File: src/rtl/snake_pkg.sv
`default_nettype none
// +----------------------------------------------------------------------+
// | snake_pkg                                                            |
// | Shared definitions for the snake keyboard front end: heading         |
// | encodings, PS/2 scan-code constants, prefix FSM state encoding and   |
// | a make-code to direction decoder.                                    |
// | Revision: 1.0                                                        |
// +----------------------------------------------------------------------+
package snake_pkg;

  // Heading encoding; bit 1 flipped gives the opposite heading.
  typedef logic [1:0] dir_t;
  localparam dir_t DIR_UP    = 2'b00;
  localparam dir_t DIR_RIGHT = 2'b01;
  localparam dir_t DIR_DOWN  = 2'b10;
  localparam dir_t DIR_LEFT  = 2'b11;

  // PS/2 set-2 scan codes
  localparam logic [7:0] SC_EXT         = 8'hE0;
  localparam logic [7:0] SC_BREAK       = 8'hF0;
  localparam logic [7:0] SC_ARROW_UP    = 8'h75;
  localparam logic [7:0] SC_ARROW_RIGHT = 8'h74;
  localparam logic [7:0] SC_ARROW_DOWN  = 8'h72;
  localparam logic [7:0] SC_ARROW_LEFT  = 8'h6B;
  localparam logic [7:0] SC_W           = 8'h1D;
  localparam logic [7:0] SC_D           = 8'h23;
  localparam logic [7:0] SC_S           = 8'h1B;
  localparam logic [7:0] SC_A           = 8'h1C;
  localparam logic [7:0] SC_SPACE       = 8'h29;
  localparam logic [7:0] SC_ESC         = 8'h76;

  // Prefix FSM state encoding
  typedef logic [1:0] pfx_state_t;
  localparam pfx_state_t PFX_IDLE    = 2'd0;
  localparam pfx_state_t PFX_EXT     = 2'd1;
  localparam pfx_state_t PFX_BRK     = 2'd2;
  localparam pfx_state_t PFX_EXT_BRK = 2'd3;

  // Returns {hit, direction}. Arrows only count when E0-prefixed,
  // WASD only when not prefixed.
  function automatic logic [2:0] decode_dir(input logic [7:0] code, input logic ext);
    logic [2:0] r;
    r = 3'b000;
    if (ext) begin
      case (code)
        SC_ARROW_UP:    r = {1'b1, DIR_UP};
        SC_ARROW_RIGHT: r = {1'b1, DIR_RIGHT};
        SC_ARROW_DOWN:  r = {1'b1, DIR_DOWN};
        SC_ARROW_LEFT:  r = {1'b1, DIR_LEFT};
        default:        r = 3'b000;
      endcase
    end else begin
      case (code)
        SC_W:    r = {1'b1, DIR_UP};
        SC_D:    r = {1'b1, DIR_RIGHT};
        SC_S:    r = {1'b1, DIR_DOWN};
        SC_A:    r = {1'b1, DIR_LEFT};
        default: r = 3'b000;
      endcase
    end
    return r;
  endfunction

endpackage
`default_nettype wire

File: src/rtl/turn_fifo.sv
`default_nettype none
// +----------------------------------------------------------------------+
// | turn_fifo                                                            |
// | Small synchronous FIFO of 2-bit headings. Push and pop may happen in |
// | the same cycle; when full, a simultaneous push+pop both succeed.     |
// | clear has priority over push/pop and empties the queue.              |
// | Ports: clk, reset (sync, active-high), push_i, pop_i, clear_i,       |
// |        din_i, head_o (oldest), tail_o (newest), count_o, full_o,     |
// |        empty_o                                                       |
// | Revision: 1.0                                                        |
// +----------------------------------------------------------------------+
module turn_fifo
  import snake_pkg::*;
#(
  parameter int DEPTH = 2
) (
  input  logic                     clk,
  input  logic                     reset,
  input  logic                     push_i,
  input  logic                     pop_i,
  input  logic                     clear_i,
  input  logic [1:0]               din_i,
  output logic [1:0]               head_o,
  output logic [1:0]               tail_o,
  output logic [$clog2(DEPTH):0]   count_o,
  output logic                     full_o,
  output logic                     empty_o
);

  localparam int PW = $clog2(DEPTH);

  dir_t              mem_q [DEPTH];
  logic [PW-1:0]     wr_ptr_q;
  logic [PW-1:0]     rd_ptr_q;
  logic [PW:0]       count_q;
  logic              do_push;
  logic              do_pop;

  assign empty_o = (count_q == '0);
  assign full_o  = (count_q == (PW+1)'(DEPTH));
  assign count_o = count_q;
  assign head_o  = mem_q[rd_ptr_q];
  // Newest entry sits one slot behind the write pointer (wraps on power-of-two depth).
  assign tail_o  = mem_q[wr_ptr_q - PW'(1)];

  assign do_pop  = pop_i && !empty_o;
  // When full, a push is only accepted if the head leaves in the same edge.
  assign do_push = push_i && (!full_o || do_pop);

  always_ff @(posedge clk) begin
    if (reset || clear_i) begin
      wr_ptr_q <= '0;
      rd_ptr_q <= '0;
      count_q  <= '0;
    end else begin
      if (do_push) wr_ptr_q <= wr_ptr_q + PW'(1);
      if (do_pop)  rd_ptr_q <= rd_ptr_q + PW'(1);
      case ({do_push, do_pop})
        2'b10:   count_q <= count_q + (PW+1)'(1);
        2'b01:   count_q <= count_q - (PW+1)'(1);
        default: count_q <= count_q;
      endcase
    end
  end

  // Storage needs no reset; entries are only read while counted valid.
  always_ff @(posedge clk) begin
    if (do_push && !clear_i && !reset) begin
      mem_q[wr_ptr_q] <= din_i;
    end
  end

endmodule
`default_nettype wire

File: src/rtl/key_dir_controller.sv
`default_nettype none
// +----------------------------------------------------------------------+
// | key_dir_controller                                                   |
// | Turns decoded PS/2 scan-code bytes into snake control: tracks E0/F0  |
// | prefixes, decodes direction/pause/restart make codes, filters turns  |
// | (no repeats, no reversals) into a queue the engine drains per step.  |
// | Ports: clk, reset (sync, active-high), key_valid, key_code[7:0],     |
// |        step, dir[1:0], paused, restart (1-cycle pulse), queue_count  |
// | Revision: 1.0                                                        |
// +----------------------------------------------------------------------+
module key_dir_controller
  import snake_pkg::*;
#(
  parameter int QUEUE_DEPTH    = 2,
  parameter int PREFIX_TIMEOUT = 1_000_000
) (
  input  logic                           clk,
  input  logic                           reset,
  input  logic                           key_valid,
  input  logic [7:0]                     key_code,
  input  logic                           step,
  output logic [1:0]                     dir,
  output logic                           paused,
  output logic                           restart,
  output logic [$clog2(QUEUE_DEPTH):0]   queue_count
);

  localparam int CNT_W = (PREFIX_TIMEOUT > 1) ? $clog2(PREFIX_TIMEOUT) : 1;
  localparam logic [CNT_W-1:0] TIMEOUT_LAST = CNT_W'(PREFIX_TIMEOUT - 1);

  pfx_state_t                    state_q, state_d;
  logic [CNT_W-1:0]              tcnt_q, tcnt_d;
  dir_t                          dir_q, dir_d;
  logic                          paused_q, paused_d;
  logic                          restart_q;

  logic                          dec_hit;
  dir_t                          dec_dir;
  logic                          pause_cmd;
  logic                          restart_cmd;

  dir_t                          ref_dir;
  logic                          turn_ok;
  logic                          fifo_push;
  logic                          fifo_pop;
  dir_t                          fifo_head;
  dir_t                          fifo_tail;
  logic                          fifo_full;
  logic                          fifo_empty;
  logic [$clog2(QUEUE_DEPTH):0]  fifo_count;

  // Prefix FSM, timeout counter and make-code decode
  always_comb begin
    state_d     = state_q;
    tcnt_d      = tcnt_q;
    dec_hit     = 1'b0;
    dec_dir     = DIR_UP;
    pause_cmd   = 1'b0;
    restart_cmd = 1'b0;

    if (key_valid) begin
      case (state_q)
        PFX_IDLE: begin
          if (key_code == SC_EXT) begin
            state_d = PFX_EXT;
            tcnt_d  = '0;
          end else if (key_code == SC_BREAK) begin
            state_d = PFX_BRK;
            tcnt_d  = '0;
          end else begin
            {dec_hit, dec_dir} = decode_dir(key_code, 1'b0);
            pause_cmd          = (key_code == SC_SPACE);
            restart_cmd        = (key_code == SC_ESC);
          end
        end
        PFX_EXT: begin
          if (key_code == SC_BREAK) begin
            state_d = PFX_EXT_BRK;
            tcnt_d  = '0;
          end else begin
            {dec_hit, dec_dir} = decode_dir(key_code, 1'b1);
            state_d            = PFX_IDLE;
          end
        end
        // Break-code byte: released key, nothing to act on.
        default: state_d = PFX_IDLE;
      endcase
    end else if (state_q != PFX_IDLE) begin
      // Abandon a stranded prefix so a lost byte cannot swallow the next key.
      if (tcnt_q == TIMEOUT_LAST) begin
        state_d = PFX_IDLE;
        tcnt_d  = '0;
      end else begin
        tcnt_d = tcnt_q + CNT_W'(1);
      end
    end

    if (restart_cmd) begin
      state_d = PFX_IDLE;
      tcnt_d  = '0;
    end
  end

  // Turn filter compares against the last heading the snake will have
  // once everything already queued has been applied.
  assign ref_dir   = fifo_empty ? dir_q : fifo_tail;
  assign turn_ok   = dec_hit && (dec_dir != ref_dir) && (dec_dir != (ref_dir ^ 2'b10));
  assign fifo_pop  = step && !fifo_empty && !paused_q && !restart_cmd;
  assign fifo_push = turn_ok && !restart_cmd && (!fifo_full || fifo_pop);

  always_comb begin
    dir_d    = dir_q;
    paused_d = paused_q;
    if (restart_cmd) begin
      dir_d    = DIR_RIGHT;
      paused_d = 1'b0;
    end else begin
      if (fifo_pop)  dir_d    = fifo_head;
      if (pause_cmd) paused_d = ~paused_q;
    end
  end

  always_ff @(posedge clk) begin
    if (reset) begin
      state_q   <= PFX_IDLE;
      tcnt_q    <= '0;
      dir_q     <= DIR_RIGHT;
      paused_q  <= 1'b0;
      restart_q <= 1'b0;
    end else begin
      state_q   <= state_d;
      tcnt_q    <= tcnt_d;
      dir_q     <= dir_d;
      paused_q  <= paused_d;
      restart_q <= restart_cmd;
    end
  end

  turn_fifo #(
    .DEPTH (QUEUE_DEPTH)
  ) u_turn_fifo (
    .clk     (clk),
    .reset   (reset),
    .push_i  (fifo_push),
    .pop_i   (fifo_pop),
    .clear_i (restart_cmd),
    .din_i   (dec_dir),
    .head_o  (fifo_head),
    .tail_o  (fifo_tail),
    .count_o (fifo_count),
    .full_o  (fifo_full),
    .empty_o (fifo_empty)
  );

  assign dir         = dir_q;
  assign paused      = paused_q;
  assign restart     = restart_q;
  assign queue_count = fifo_count;

endmodule
`default_nettype wire

File: config.mk
export PLATFORM = sky130hd
export DESIGN_NAME = key_dir_controller
export DESIGN_NICKNAME = d
export VERILOG_FILES = /design/src/rtl/snake_pkg.sv /design/src/rtl/turn_fifo.sv /design/src/rtl/key_dir_controller.sv
export SDC_FILE = /design/constraint.sdc
export NUM_CORES = 1
export LEC_CHECK = 0
export BUFFER_PORTS_ARGS = -buffer_cell sky130_fd_sc_hd__buf_2
export CORE_ASPECT_RATIO = 0.9
export CORE_MARGIN = 3
export CORE_UTILIZATION = 63
export DETAILED_ROUTE_END_ITERATION = 10
export PLACE_DENSITY_LB_ADDON = 0.2
export SETUP_SLACK_MARGIN = 0.2
export SLEW_MARGIN = 20
export SYNTH_ARGS = -nofsm -noshare
export SYNTH_HDL_FRONTEND = slang
export SYNTH_SLANG_ARGS = --single-unit
export TNS_END_PERCENT = 30
File: constraint.sdc
create_clock -name clk -period 6.4 [get_ports clk]
set_input_delay 0.32 -clock clk [delete_from_list [all_inputs] [get_ports clk]]
set_output_delay 0.32 -clock clk [all_outputs]
set_load 0.02 [all_outputs]
# Yosys cells after proc, flatten, opt, wreduce, memory -nomap -nowiden
# Memory sizes are Yosys's and may differ from the RTL's. A register that Yosys moved wholly into a read port is not among the register bits.
# Index checks and enable logic that the tools add are counted.
# W data, S select, Z words.
[totals]
mem_bits_rw = 4
memories = 1
wordCells = 102
output_inout_bits = 6
reg_bits = 28
[mem_list]
columns = ["name", "depth", "width", "read_ports", "rd_clocked_by_memory_dff", "write_ports", "line_no", "text"]
rows = [
  ["u_turn_fifo.mem_q", 2, 2, 2, 1, 1, "turn_fifo.sv:32", "dir_t mem_q [DEPTH];"],
]
[op_classes]
n_bitwise = 2
add_sub_neg = 6
muxes = 37
n_eq_ne = 21
n_reduce_logical = 28
[op_table]
columns = ["cell", "count"]
rows = [
  ["$mux W20", 5],
  ["$eq A8 B7 Y1 const B", 5],
  ["$pmux W20 S2", 1],
  ["$eq A8 B5 Y1 const B", 3],
  ["$pmux W3 S4", 2],
  ["$mux W2", 11],
  ["$add A20 B1 Y20 const B", 1],
  ["$eq A20 B20 Y1 const B", 1],
  ["$eq A8 B6 Y1 const B", 2],
  ["$eq A8 B8 Y1 const B", 2],
  ["$mux W1", 14],
  ["$pmux W2 S2", 3],
  ["$logic_and A1 B1 Y1", 11],
  ["$reduce_bool A2 Y1", 4],
  ["$logic_not A1 Y1", 5],
  ["$eq A2 B1 Y1 const B", 2],
  ["$eq A2 B2 Y1 const B", 2],
  ["$logic_not A2 Y1", 2],
  ["$ne A2 B2 Y1", 2],
  ["$ne A4 B4 Y1 const B", 1],
  ["$logic_or A1 B1 Y1", 3],
  ["$ne A3 B1 Y1 const B", 1],
  ["$reduce_and A3 Y1", 1],
  ["$add A1 B1 Y1 const B", 2],
  ["7 further kinds", 8],
]

# Logic depth before layout (Yosys ltp)
# Gate-level depths: netlist (run 1).
[logic_depth]
depth_word = 16
ltp_mapped = 12

# Cells and area by module
# A second synthesis (run 1) with hierarchy kept.
[hier_totals]
hier_cells = 273
area_unflattened_um2 = 2199.6
[by_module_without_submodules]
columns = ["module", "area_each_um2", "cells_each", "seq_area_each_um2", "instances"]
rows = [
  ["key_dir_controller", 1771.7, 236, 520.5, 1],
  ["turn_fifo", 427.9, 37, 220.2, 1],
]

# Worst setup path before layout (run 1)
# OpenSTA, ideal clock, no wires.
[synth_timing]
kind = "input -> register"
startpoint = "input port key_code[0]"
endpoint = "register u_turn_fifo.count_q[1] (netlist: u_turn_fifo.count_o[1])"
n_path_buf = 1
path_slack_ps = 3989
stages = 10
t_arrival_ps = 2294
path_cell_list = "buf_2 or4_1 a21boi_2 a32oi_2 xnor2_2 or2_4 ha_1 nor2_1 xnor2_1 nor2_1"
[synth_via]
elab_chain_len = 14
elab_cells_between_ends = 44
[synth_rtl]
columns = ["element", "line_no", "text"]
rows = [
  ["from (decl)", "key_dir_controller.sv:20", "input logic [7:0] key_code,"],
  ["$eq A8 B5 Y1 or $eq A8 B6 Y1 (tied branches)", "snake_pkg.sv:53", "case (code)"],
  ["$pmux W3 S4", "snake_pkg.sv:53", ""],
  ["$mux W2", "key_dir_controller.sv:67", "end else if (key_code == SC_BREAK) begin"],
  ["$mux W2", "key_dir_controller.sv:64", "if (key_code == SC_EXT) begin"],
  ["$pmux W2 S2", "key_dir_controller.sv:62", "case (state_q)"],
  ["$mux W2", "key_dir_controller.sv:61", "if (key_valid) begin"],
  ["$ne A2 B2 Y1", "key_dir_controller.sv:107", "assign turn_ok = dec_hit && (dec_dir != ref_dir) && (dec_dir != (ref_dir ^ 2'b10));"],
  ["$logic_and A1 B1 Y1 (2 in series)", "key_dir_controller.sv:107", ""],
  ["$logic_and A1 B1 Y1 (2 in series)", "key_dir_controller.sv:109", "assign fifo_push = turn_ok && !restart_cmd && (!fifo_full || fifo_pop);"],
  ["$logic_and A1 B1 Y1", "turn_fifo.sv:48", "assign do_push = push_i && (!full_o || do_pop);"],
  ["$eq A2 B1 Y1 or $eq A2 B2 Y1 (tied branches)", "turn_fifo.sv:58", "case ({do_push, do_pop})"],
  ["$pmux W2 S2 or $reduce_bool A2 Y1 (tied branches)", "--", ""],
  ["to (signal assigned)", "turn_fifo.sv:59", "2'b10: count_q <= count_q + (PW+1)'(1);"],
  ["to (signal assigned)", "turn_fifo.sv:60", "2'b01: count_q <= count_q - (PW+1)'(1);"],
  ["to (signal assigned)", "turn_fifo.sv:61", "default: count_q <= count_q;"],
  ["to (decl)", "turn_fifo.sv:35", "logic [PW:0] count_q;"],
]
# Parallel ways exist; a longest one is shown, timed or not.
# A chain may end at the register's enable or synchronous reset.

# Worst setup path after layout (run 1)
[layout_timing]
startpoint = "register tcnt_q[0]"
endpoint = "register tcnt_q[7]"
[layout_via]
elab_chain_len = 4
elab_cells_between_ends = 5
[layout_rtl]
columns = ["element", "line_no", "text"]
rows = [
  ["from (decl)", "key_dir_controller.sv:32", "logic [CNT_W-1:0] tcnt_q, tcnt_d;"],
  ["from (signal assigned)", "key_dir_controller.sv:132", "tcnt_q <= tcnt_d;"],
  ["$add A20 B1 Y20 or $eq A20 B20 Y1 (tied branches)", "key_dir_controller.sv:94, key_dir_controller.sv:90", ""],
  ["$mux W20 *", "key_dir_controller.sv:90", "if (tcnt_q == TIMEOUT_LAST) begin"],
  ["$mux W20 *", "key_dir_controller.sv:88", "end else if (state_q != PFX_IDLE) begin"],
  ["$mux W20 *", "key_dir_controller.sv:61", ""],
]
# Mark *: on every way between the ends. The rest lies on a longest branch, timed or not. The select of a mux whose other input is x is not followed.

==> flow_metrics.tcl, run 1 <==
set metrics [dict create \
    nets 280 \
    cts.clk_slew.worst_paths_ns 0.11 \
    rsz0062_at_grt "no" \
    final-instance-count-excl-fill 309 \
    core_um2 3090 \
    cp-start-kind "flop" \
    antenna_found_initial 0 \
    crit_required_ns 6.61 \
    drtIter0Drc 181 \
    power_density_nw_per_um2 183 \
    dieHeight_um 60.2 \
    synthesis.area_um2 2060 \
    grt-ovfl-total 0 \
    grt_pass1_vias 1738 \
    wirelength_mm 4.66 \
    die_area_um2 3990 \
    yosysSeqAreaShare_pct 35.0 \
    worstSkewPairLatency_ns 0.34 \
    syn-num-nets 265 \
    ios 18 \
    final_common_cell "nor2_1" \
    cp-end-kind "flop" \
    slew_headroom_pct 59.6 \
    place.gp.congestion 0.979 \
    worstSetupPathType "reg2reg" \
    ys_async_sr_fraction_pct 0 \
    layout-drive-gt1-share_pct 16.5 \
    status "complete, no violations" \
    drv_cap 0 \
    yosys_register_bits 34 \
    final_cell_mix "34 x nor2_1, 30 x dfxtp_1, 23 x a21oi_1" \
    die_w_um 66.3 \
    grt_pass1_wl_mm 8.00 \
    vias 1928 \
    htree_levels 2 \
    hold_viol_final 0 \
    cts.sinks 34 \
    finalWorstSetupSlack_ns 4.03 \
    final.min_clock_period_ns 2.37 \
    grt_use_total_pct 26.4 \
    viasPerCell 6.24 \
    tns_ns 0 \
    period_share_pct 37.0 \
    wire_per_inst_um 15.1 \
    port_buffers 17 \
    drtPass1Iterations 6 \
    path_max_fanout 9 \
    clock-root-buffer "clkbuf_4" \
    diodes 0 \
    hold_depth 2 \
    synthCells 251 \
    synth_flop_cell "dfxtp_1" \
    max_freq_ghz 0.423 \
    area_growth_pct 8.32 \
    clk_path_buf_depth 2 \
    fin_skew_ns 0.0157 \
    fin_hold_ws_ns 0.187 \
    finalPower_mw 0.408 \
    yosysTopAreaCell "dfxtp_1" \
    drcViolationCount 0 \
    fp-row-count 19 \
    synth_top_area_share_pct 29.2 \
    synth_edf_count 4 \
    cts_tree "yes" \
    post_cts_buffers 0 \
    ant_nets 0 \
    crit_arrival_ns 2.58 \
    dp_hpwl_mm 3.37 \
    ir_drop_mv 0.236 \
    worst_pin_slew_ns 0.603 \
    ys_types 60 \
    hp-class "in2reg" \
    avgSynthCellArea_um2 8.21 \
    finalSetupViolCount 0 \
    p_leak_nw 0.741 \
    cts_buffers 5 \
    start_util_pct 66.6 \
    drv_slew 0 \
    ctsHoldBuffers 0 \
    yosys_warnings 0 \
    post-place-ws_ns 3.84 \
    ys_top_cells_by_area "dfxtp_1 29%, nor2_1 6.2%, edfxtp_1 5.8%, a21oi_1 5.6%, nand2_1 4.0%" \
    reg2reg_depth 8 \
    post_cts_resized 0 \
    grt_max_degree 30 \
    place_inst 301 \
]
## cell type report
class	count	area [um^2]
clock buffer	7	55.1
sequential	34	721
multi-input combinational	204	1270
clock inverter	1	30.0
tap	42	52.6
inverter	4	15.0
fill	250	860
timing repair buffer	17	85.1
## per-layer routing
layer	vias up	track usage (%)	routed length [um]
met2	66	40.9	2120
li1	959	-	-
met5	-	0	0
met3	9	5.26	266
met1	894	36.6	2190
met4	0	8.70	74
## report_power, final
group	internal, mW	switching, mW
clock network	0.0933	0.0700
registers	0.215	0.000579
logic	0.00953	0.0193
total	0.318	0.0898
## cells in the mapped netlist (2+ instances only)
cell,instances
a21oi_1,23
clkbuf_1,2
nand3b_1,2
or4_1,2
nor4b_4,2
a311oi_1,4
edfxtp_1,4
dfxtp_1,30
o21ai_1,2
ha_1,2
mux2i_1,3
o21ai_0,12
xnor2_1,3
nor2b_1,2
nor3_2,3
xor2_1,2
a31oi_1,7
nand4b_1,2
and3_1,8
buf_2,5
nand3_1,13
nand2b_1,7
inv_1,4
nor3b_1,2
or3_1,2
nor3_1,10
nor2_1,34
nor4_1,4
nor4b_1,2
nand2_1,22
a211oi_1,2
## flip-flops by register name, summed over array words and instances, names as in the netlist
name                  count
u_turn_fifo.mem_q         4
state_q                   2
u_turn_fifo.wr_ptr_q      1
restart                   1
u_turn_fifo.count_o       2
tcnt_q                   20
paused                    1
u_turn_fifo.rd_ptr_q      1
dir                       2
## cells by family (layout without fill, tap and decap cells)
| group | count (synthesis) | in the layout | synth area share, % |
|---|---|---|---|
| xor+xnor | 6 | 6 | 2.92 |
| mux | 3 | 3 | 1.46 |
| simple gates | 128 | 128 | 34.9 |
| fa+ha+maj | 2 | 2 | 1.21 |
| buf+inv | 13 | 29 | 3.22 |
| flops | 34 | 34 | 35.0 |
| compound gates | 65 | 65 | 21.3 |
## critical path: stages, from the launching register on
cell and delay, ns:
dfxtp_1 0.40, ha_1 0.23, and3_1 0.20, nand3_1 0.14
nor3_2 0.33, or2_0 0.48, o21ai_0 0.21, a21oi_1 0.20
nor2_1 0.05
## final timing paths
kind / startpoint / end / slack, ns
hold reg to reg: tcnt_q[19]$_SDFFE_PP0P_ / tcnt_q[19]$_SDFFE_PP0P_ / 0.50
setup reg to reg: tcnt_q[0]$_SDFFE_PP0P_ / tcnt_q[7]$_SDFFE_PP0P_ / 4.03
hold / removal: reset / restart$_SDFF_PP0_ / 0.19
setup / recovery: tcnt_q[0]$_SDFFE_PP0P_ / tcnt_q[7]$_SDFFE_PP0P_ / 4.03
## through the flow
stage	instance area, um^2	util [%]
6_report	2230	72.2
5_1_grt	2230	72.2
4_1_cts	2230	72.2
3_5_place_dp	2150	69.4
3_3_place_gp	2150	69.4
2_1_floorplan	2060	-
No activity file was read; power rests on OpenSTA's default activity.
==> run 2: changes to the inputs <==
--- a/config.mk
+++ b/config.mk
@@ -8,7 +8,7 @@
 export BUFFER_PORTS_ARGS = -buffer_cell sky130_fd_sc_hd__buf_2
 export CORE_ASPECT_RATIO = 0.9
 export CORE_MARGIN = 3
-export CORE_UTILIZATION = 63
+export CORE_UTILIZATION = 59
 export DETAILED_ROUTE_END_ITERATION = 10
 export PLACE_DENSITY_LB_ADDON = 0.2
 export SETUP_SLACK_MARGIN = 0.2
==> constraint.sdc (replaced) <==
create_clock -name clk -period 2.3 [get_ports clk]
set_input_delay 0.115 -clock clk [delete_from_list [all_inputs] [get_ports clk]]
set_output_delay 0.115 -clock clk [all_outputs]
set_load 0.02 [all_outputs]
==> run 2 against run 1 <==
Setup slack worse by 3.8 ns. Power rose to 2.9 times the previous value. Register-to-register slack worse by 3.8 ns. Sequential share of layout area decreased by 1.9 points. Combinational power rose to 3.4 times the previous value. Die area up 6.1%. Fmax grew 16%. Wire length up 4.2%. Clock power grew to 2.9 times the previous value. Count of clock-buffer cells in the layout decreased by 1. Critical endpoint is now u_turn_fifo.count_o[1]$_SDFFE_PP0P_. Largest power group unchanged. Highest routed layer unchanged.
==> flow_metrics.tcl, run 2 (synthesized netlist as in run 1, its figures left out) <==
set metrics [dict create \
    cts_buffers 5 \
    fin_skew_ns 0.00574 \
    clock-root-buffer "clkbuf_8" \
    cp_slowest_cell "dfxtp_2" \
    drcViolationCount 0 \
    cp_num_buf_inv 0 \
    core_um2 3190 \
    diodes 0 \
    worstSetupPathType "reg2reg" \
    grt_max_degree 16 \
    cts_tree "yes" \
    fp-row-count 19 \
    post_cts_buffers 0 \
    rrSetupSlack_ns 0.27 \
    finalWorstSetupSlack_ns 0.268 \
    crit_chain "nor2_2 -> nand2_1 -> a31oi_2 -> and2_1 -> a32oi_1 -> or2_4 -> ha_4 -> xnor2_1 -> nor2_1 -> xnor2_1 -> nor2_1" \
    cts.sinks 34 \
    max_freq_ghz 0.492 \
    place.gp.congestion 0.883 \
    rsz0062_at_grt "yes" \
    area_growth_pct 15.2 \
    grt_pass1_wl_mm 7.72 \
    final_common_cell "nor2_1" \
    ir_drop_mv 0.439 \
    ios 18 \
    port_buffers 17 \
    crit_required_ns 2.49 \
    drv_slew 0 \
    hold_viol_final 0 \
    nets 292 \
    power_density_nw_per_um2 492 \
    crit_arrival_ns 2.22 \
    finalSetupViolCount 0 \
    grt-ovfl-total 0 \
    final_cell_mix "32 x nor2_1, 29 x dfxtp_1, 23 x a21oi_1" \
    dieHeight_um 62.1 \
    clk_path_buf_depth 2 \
    status "complete, no violations" \
    grt_use_total_pct 24.5 \
    layout-drive-gt1-share_pct 22.6 \
    cp_top_family "simple AND/OR/NAND/NOR gates" \
    cp-start-kind "flop" \
    worst_pin_slew_ns 0.571 \
    drtPass1Iterations 5 \
    vias 2010 \
    p_leak_nw 0.824 \
    final_util_pct 74.5 \
    cp-end-kind "flop" \
    place_inst 313 \
    hp-class "in2reg" \
    post-place-ws_ns 0.0429 \
    finalPower_mw 1.17 \
    path_max_fanout 5 \
    cts.clk_slew.worst_paths_ns 0.07 \
    die_area_um2 4240 \
    worstSkewPairLatency_ns 0.29 \
    ant_nets 0 \
    antenna_found_initial 0 \
    fill_cells 249 \
    largest_reg_flops 20 \
    drv_cap 0 \
    dp_hpwl_mm 3.51 \
    htree_levels 2 \
    regMostFlops "tcnt_q" \
    viasPerCell 6.26 \
    slowest_delay_ns 0.35 \
    grt_pass1_vias 1673 \
    final-instance-count-excl-fill 321 \
    die_w_um 68.3 \
    tns_ns 0 \
    start_util_pct 64.7 \
    drtIter0Drc 144 \
    final.min_clock_period_ns 2.03 \
    wirelength_mm 4.85 \
    slew_headroom_pct 61.7 \
    largestRegisters "tcnt_q x20, u_turn_fifo.mem_q x4" \
    wire_per_inst_um 15.1 \
    period_share_pct 88.4 \
]
## run 2: cell count changes in the layout (fill, tap and decap cells not counted), sizes merged
cell / delta
buf: +12
bufinv: -1
clkbuf: -1
clkinv: +1
inv: +1
## run 2: power by group
| part | internal (mW) | total (mW) | switching [mW] |
|---|---|---|---|
| combinational | 0.0388 | 0.0987 | 0.0598 |
| sequential | 0.599 | 0.601 | 0.00164 |
| clock | 0.241 | 0.468 | 0.227 |
## run 2: layer usage
layer,GRT usage [%],vias up,routed length (um)
met3,5.22,7,329
met4,9.35,0,65
li1,-,979,-
met1,36.0,948,2230
met2,35.0,76,2220
met5,0,-,0
## run 2: final cells by class
cell class / instances / area [um^2] / area share [%]
multi-input cells: 204 / 1310 / 55.4
flip-flops and latches: 34 / 722 / 30.4
repair buffers: 29 / 175 / 7.38
clock buffers: 6 / 82.6 / 3.48
well taps: 42 / 52.6 / 2.22
inverters: 4 / 15.0 / 0.633
clock inverters: 2 / 11.3 / 0.475
## run 2: stage by stage
step	area [um^2]	hold WS [ns]
6_report	2370	0.0676
4_1_cts	2350	0.0354
2_1_floorplan	2090	0.194
5_1_grt	2370	0.0671
3_3_place_gp	2250	0.343
3_5_place_dp	2250	0.347
## run 2: final timing paths
check	from	to	depth (start not counted)
hold reg to reg	tcnt_q[18]$_SDFFE_PP0P_	tcnt_q[18]$_SDFFE_PP0P_	1
setup / recovery	state_q[1]$_SDFFE_PP0P_	u_turn_fifo.count_o[1]$_SDFFE_PP0P_	11
hold / removal	reset	restart$_SDFF_PP0_	2
setup reg to reg	state_q[1]$_SDFFE_PP0P_	u_turn_fifo.count_o[1]$_SDFFE_PP0P_	11
## run 2: worst register-to-register path: stages, from the launching register on
cell     delay, ns
dfxtp_2       0.35
nor2_2        0.13
nand2_1       0.13
a31oi_2       0.21
and2_1        0.15
a32oi_1       0.08
or2_4         0.30
ha_4          0.16
xnor2_1       0.11
nor2_1        0.14
xnor2_1       0.13
nor2_1        0.05
## run 2: repair_timing
item | 4_1_cts | 5_1_grt
resized for setup | 0 | 7
hold buffers | 0 | 0
setup endpoints to repair | 0 | 14
==> run 3: changes to the inputs <==
--- a/config.mk
+++ b/config.mk
@@ -6,11 +6,10 @@
 export NUM_CORES = 1
 export LEC_CHECK = 0
 export BUFFER_PORTS_ARGS = -buffer_cell sky130_fd_sc_hd__buf_2
-export CORE_ASPECT_RATIO = 0.9
 export CORE_MARGIN = 3
 export CORE_UTILIZATION = 59
 export DETAILED_ROUTE_END_ITERATION = 10
-export PLACE_DENSITY_LB_ADDON = 0.2
+export PLACE_DENSITY_LB_ADDON = 0.08
 export SETUP_SLACK_MARGIN = 0.2
 export SLEW_MARGIN = 20
 export SYNTH_ARGS = -nofsm -noshare
==> run 3 against run 2 <==
Sequential power about the same. Utilization is 0.45 points higher. First-iteration DRC count rose by 15%. Count of clock-buffer cells in the layout unchanged. Clock power fell by 34%. Design area increased by 0.37%. Combinational power rose by 0.8%. Largest cell class unchanged.
==> flow_metrics.tcl, run 3 (synthesized netlist as in run 1, its figures left out) <==
set metrics [dict create \
    start_util_pct 64.8 \
    drv_cap 0 \
    ant_nets 0 \
    grt_pass1_vias 1711 \
    largestRegisters "tcnt_q x20, u_turn_fifo.mem_q x4" \
    wire_per_inst_um 14.1 \
    clk_path_buf_depth 2 \
    area_growth_pct 15.6 \
    worst_pin_slew_ns 0.540 \
    dieHeight_um 65.1 \
    final_cell_mix "32 x nor2_1, 28 x dfxtp_1, 23 x a21oi_1" \
    hold_start "key_code[7]" \
    slowest_delay_ns 0.37 \
    min_to "restart$_SDFF_PP0_" \
    grt-ovfl-total 0 \
    core_um2 3180 \
    antenna_found_initial 0 \
    crit_required_ns 2.55 \
    layout-drive-gt1-share_pct 23.9 \
    worstReg2RegEnd "u_turn_fifo.count_o[1]$_SDFFE_PP0P_" \
    regMostFlops "tcnt_q" \
    detailed_place.area_um2 2260 \
    drv_slew 0 \
    htree_levels 2 \
    viasPerCell 5.96 \
    period_share_pct 86.9 \
    crit_arrival_ns 2.25 \
    diodes 0 \
    cp_top_family "simple AND/OR/NAND/NOR gates" \
    cp-start-kind "flop" \
    worstSetupPathType "reg2reg" \
    port_buffers 17 \
    final_util_pct 74.9 \
    drcViolationCount 0 \
    fp-row-count 20 \
    fin_skew_ns 0.0162 \
    die_w_um 65.1 \
    crit_chain "and3_1 -> a21boi_2 -> a32oi_2 -> xnor2_2 -> or2_4 -> ha_4 -> xnor2_1 -> nor2_1 -> xnor2_1 -> nor2_1" \
    cp_num_buf_inv 0 \
    hold_depth 4 \
    reg2reg_depth 10 \
    final.min_clock_period_ns 2.00 \
    max_freq_ghz 0.500 \
    stdcell_area_um2 2380 \
    grt_max_degree 18 \
    reg2reg_from "state_q[0]$_SDFFE_PP0P_" \
    tns_ns 0 \
    drtIter0Drc 165 \
    cp-end-kind "flop" \
    die_area_um2 4240 \
    slew_headroom_pct 63.9 \
    rrSetupSlack_ns 0.30 \
    grt_use_total_pct 23.1 \
    vias 1960 \
    p_leak_nw 0.832 \
    cts_buffers 5 \
    rsz0062_at_grt "yes" \
    finalSetupViolCount 0 \
    place.gp.congestion 0.932 \
    clock-root-buffer "clkbuf_4" \
    path_max_fanout 3 \
    cts.clk_slew.worst_paths_ns 0.11 \
    ios 18 \
    power_density_nw_per_um2 425 \
    hp-class "in2reg" \
    final_common_cell "nor2_1" \
    worstSkewPairLatency_ns 0.34 \
    grt_pass1_wl_mm 7.76 \
    cts.sinks 34 \
    drtPass1Iterations 4 \
    cts_tree "yes" \
    cp_slowest_cell "dfxtp_1" \
    wirelength_mm 4.65 \
    nets 298 \
    dp_hpwl_mm 3.47 \
    largest_reg_flops 20 \
    status "complete, no violations" \
    hold_viol_final 0 \
    ir_drop_mv 0.383 \
]
[run 3: changes by cell type in the layout (fill, tap and decap cells not counted), sizes merged]
cell	before	now
clkinv	1	2
buf	29	34
dlygate4sd3	0	1
inv	5	4
[run 3: through the flow]
step	setup WS [ns]	hold WS, ns	instances	power [mW]
finish	0.301	0.125	329	1.01
global placement	0.103	0.343	316	0.710
floorplan	0.216	0.194	251	0.673
CTS	0.206	0.120	325	1.01
global route	0.172	0.132	329	1.06
detailed placement	0.0465	0.345	316	0.710
[run 3: how the worst max path moves through the flow]
stage,start,endpoint,depth (start not counted)
2_1_floorplan,key_code[0],u_turn_fifo.count_o[1]$_SDFFE_PP0P_,11
3_3_place_gp,key_code[3],u_turn_fifo.count_o[1]$_SDFFE_PP0P_,11
6_report,state_q[0]$_SDFFE_PP0P_,u_turn_fifo.count_o[1]$_SDFFE_PP0P_,10
4_1_cts,tcnt_q[0]$_SDFFE_PP0P_,tcnt_q[9]$_SDFFE_PP0P_,7
5_1_grt,state_q[1]$_SDFFE_PP0P_,u_turn_fifo.count_o[1]$_SDFFE_PP0P_,11
3_5_place_dp,key_code[3],u_turn_fifo.count_o[1]$_SDFFE_PP0P_,11
[run 3: area by class of cell]
type,instances,area (um^2)
Sequential cell,34,723
Multi-Input combinational cell,204,1310
Fill cell,256,797
Clock buffer,6,41.3
Clock inverter,2,10.0
Inverter,4,15.0
Tap cell,44,55.1
Timing Repair Buffer,35,223
[run 3: routing by layer]
metal	wire length, um	global-route usage (%)	vias up
met4	40	5.70	0
met3	323	5.37	7
met5	0	0	-
li1	-	-	994
met1	2220	32.4	894
met2	2070	35.9	65
[run 3: what timing repair did]
item,4_1_cts,5_1_grt
buffers inserted,0,4
setup endpoints to repair,0,19
endpoints found under the hold margin,1,0
hold buffers,1,0
resized for setup,0,8
[run 3: power breakdown]
group,internal [mW],switching [mW],leakage [nW]
Clock,0.116,0.195,0.0320
Combinational,0.0411,0.0584,0.529
Sequential,0.599,0.00162,0.271
[run 3: tightest hold or removal path, stage by stage]
cell     delay (ns)
buf_2          0.11
nor2_2         0.04
nand2_1        0.11
nor4_1         0.06
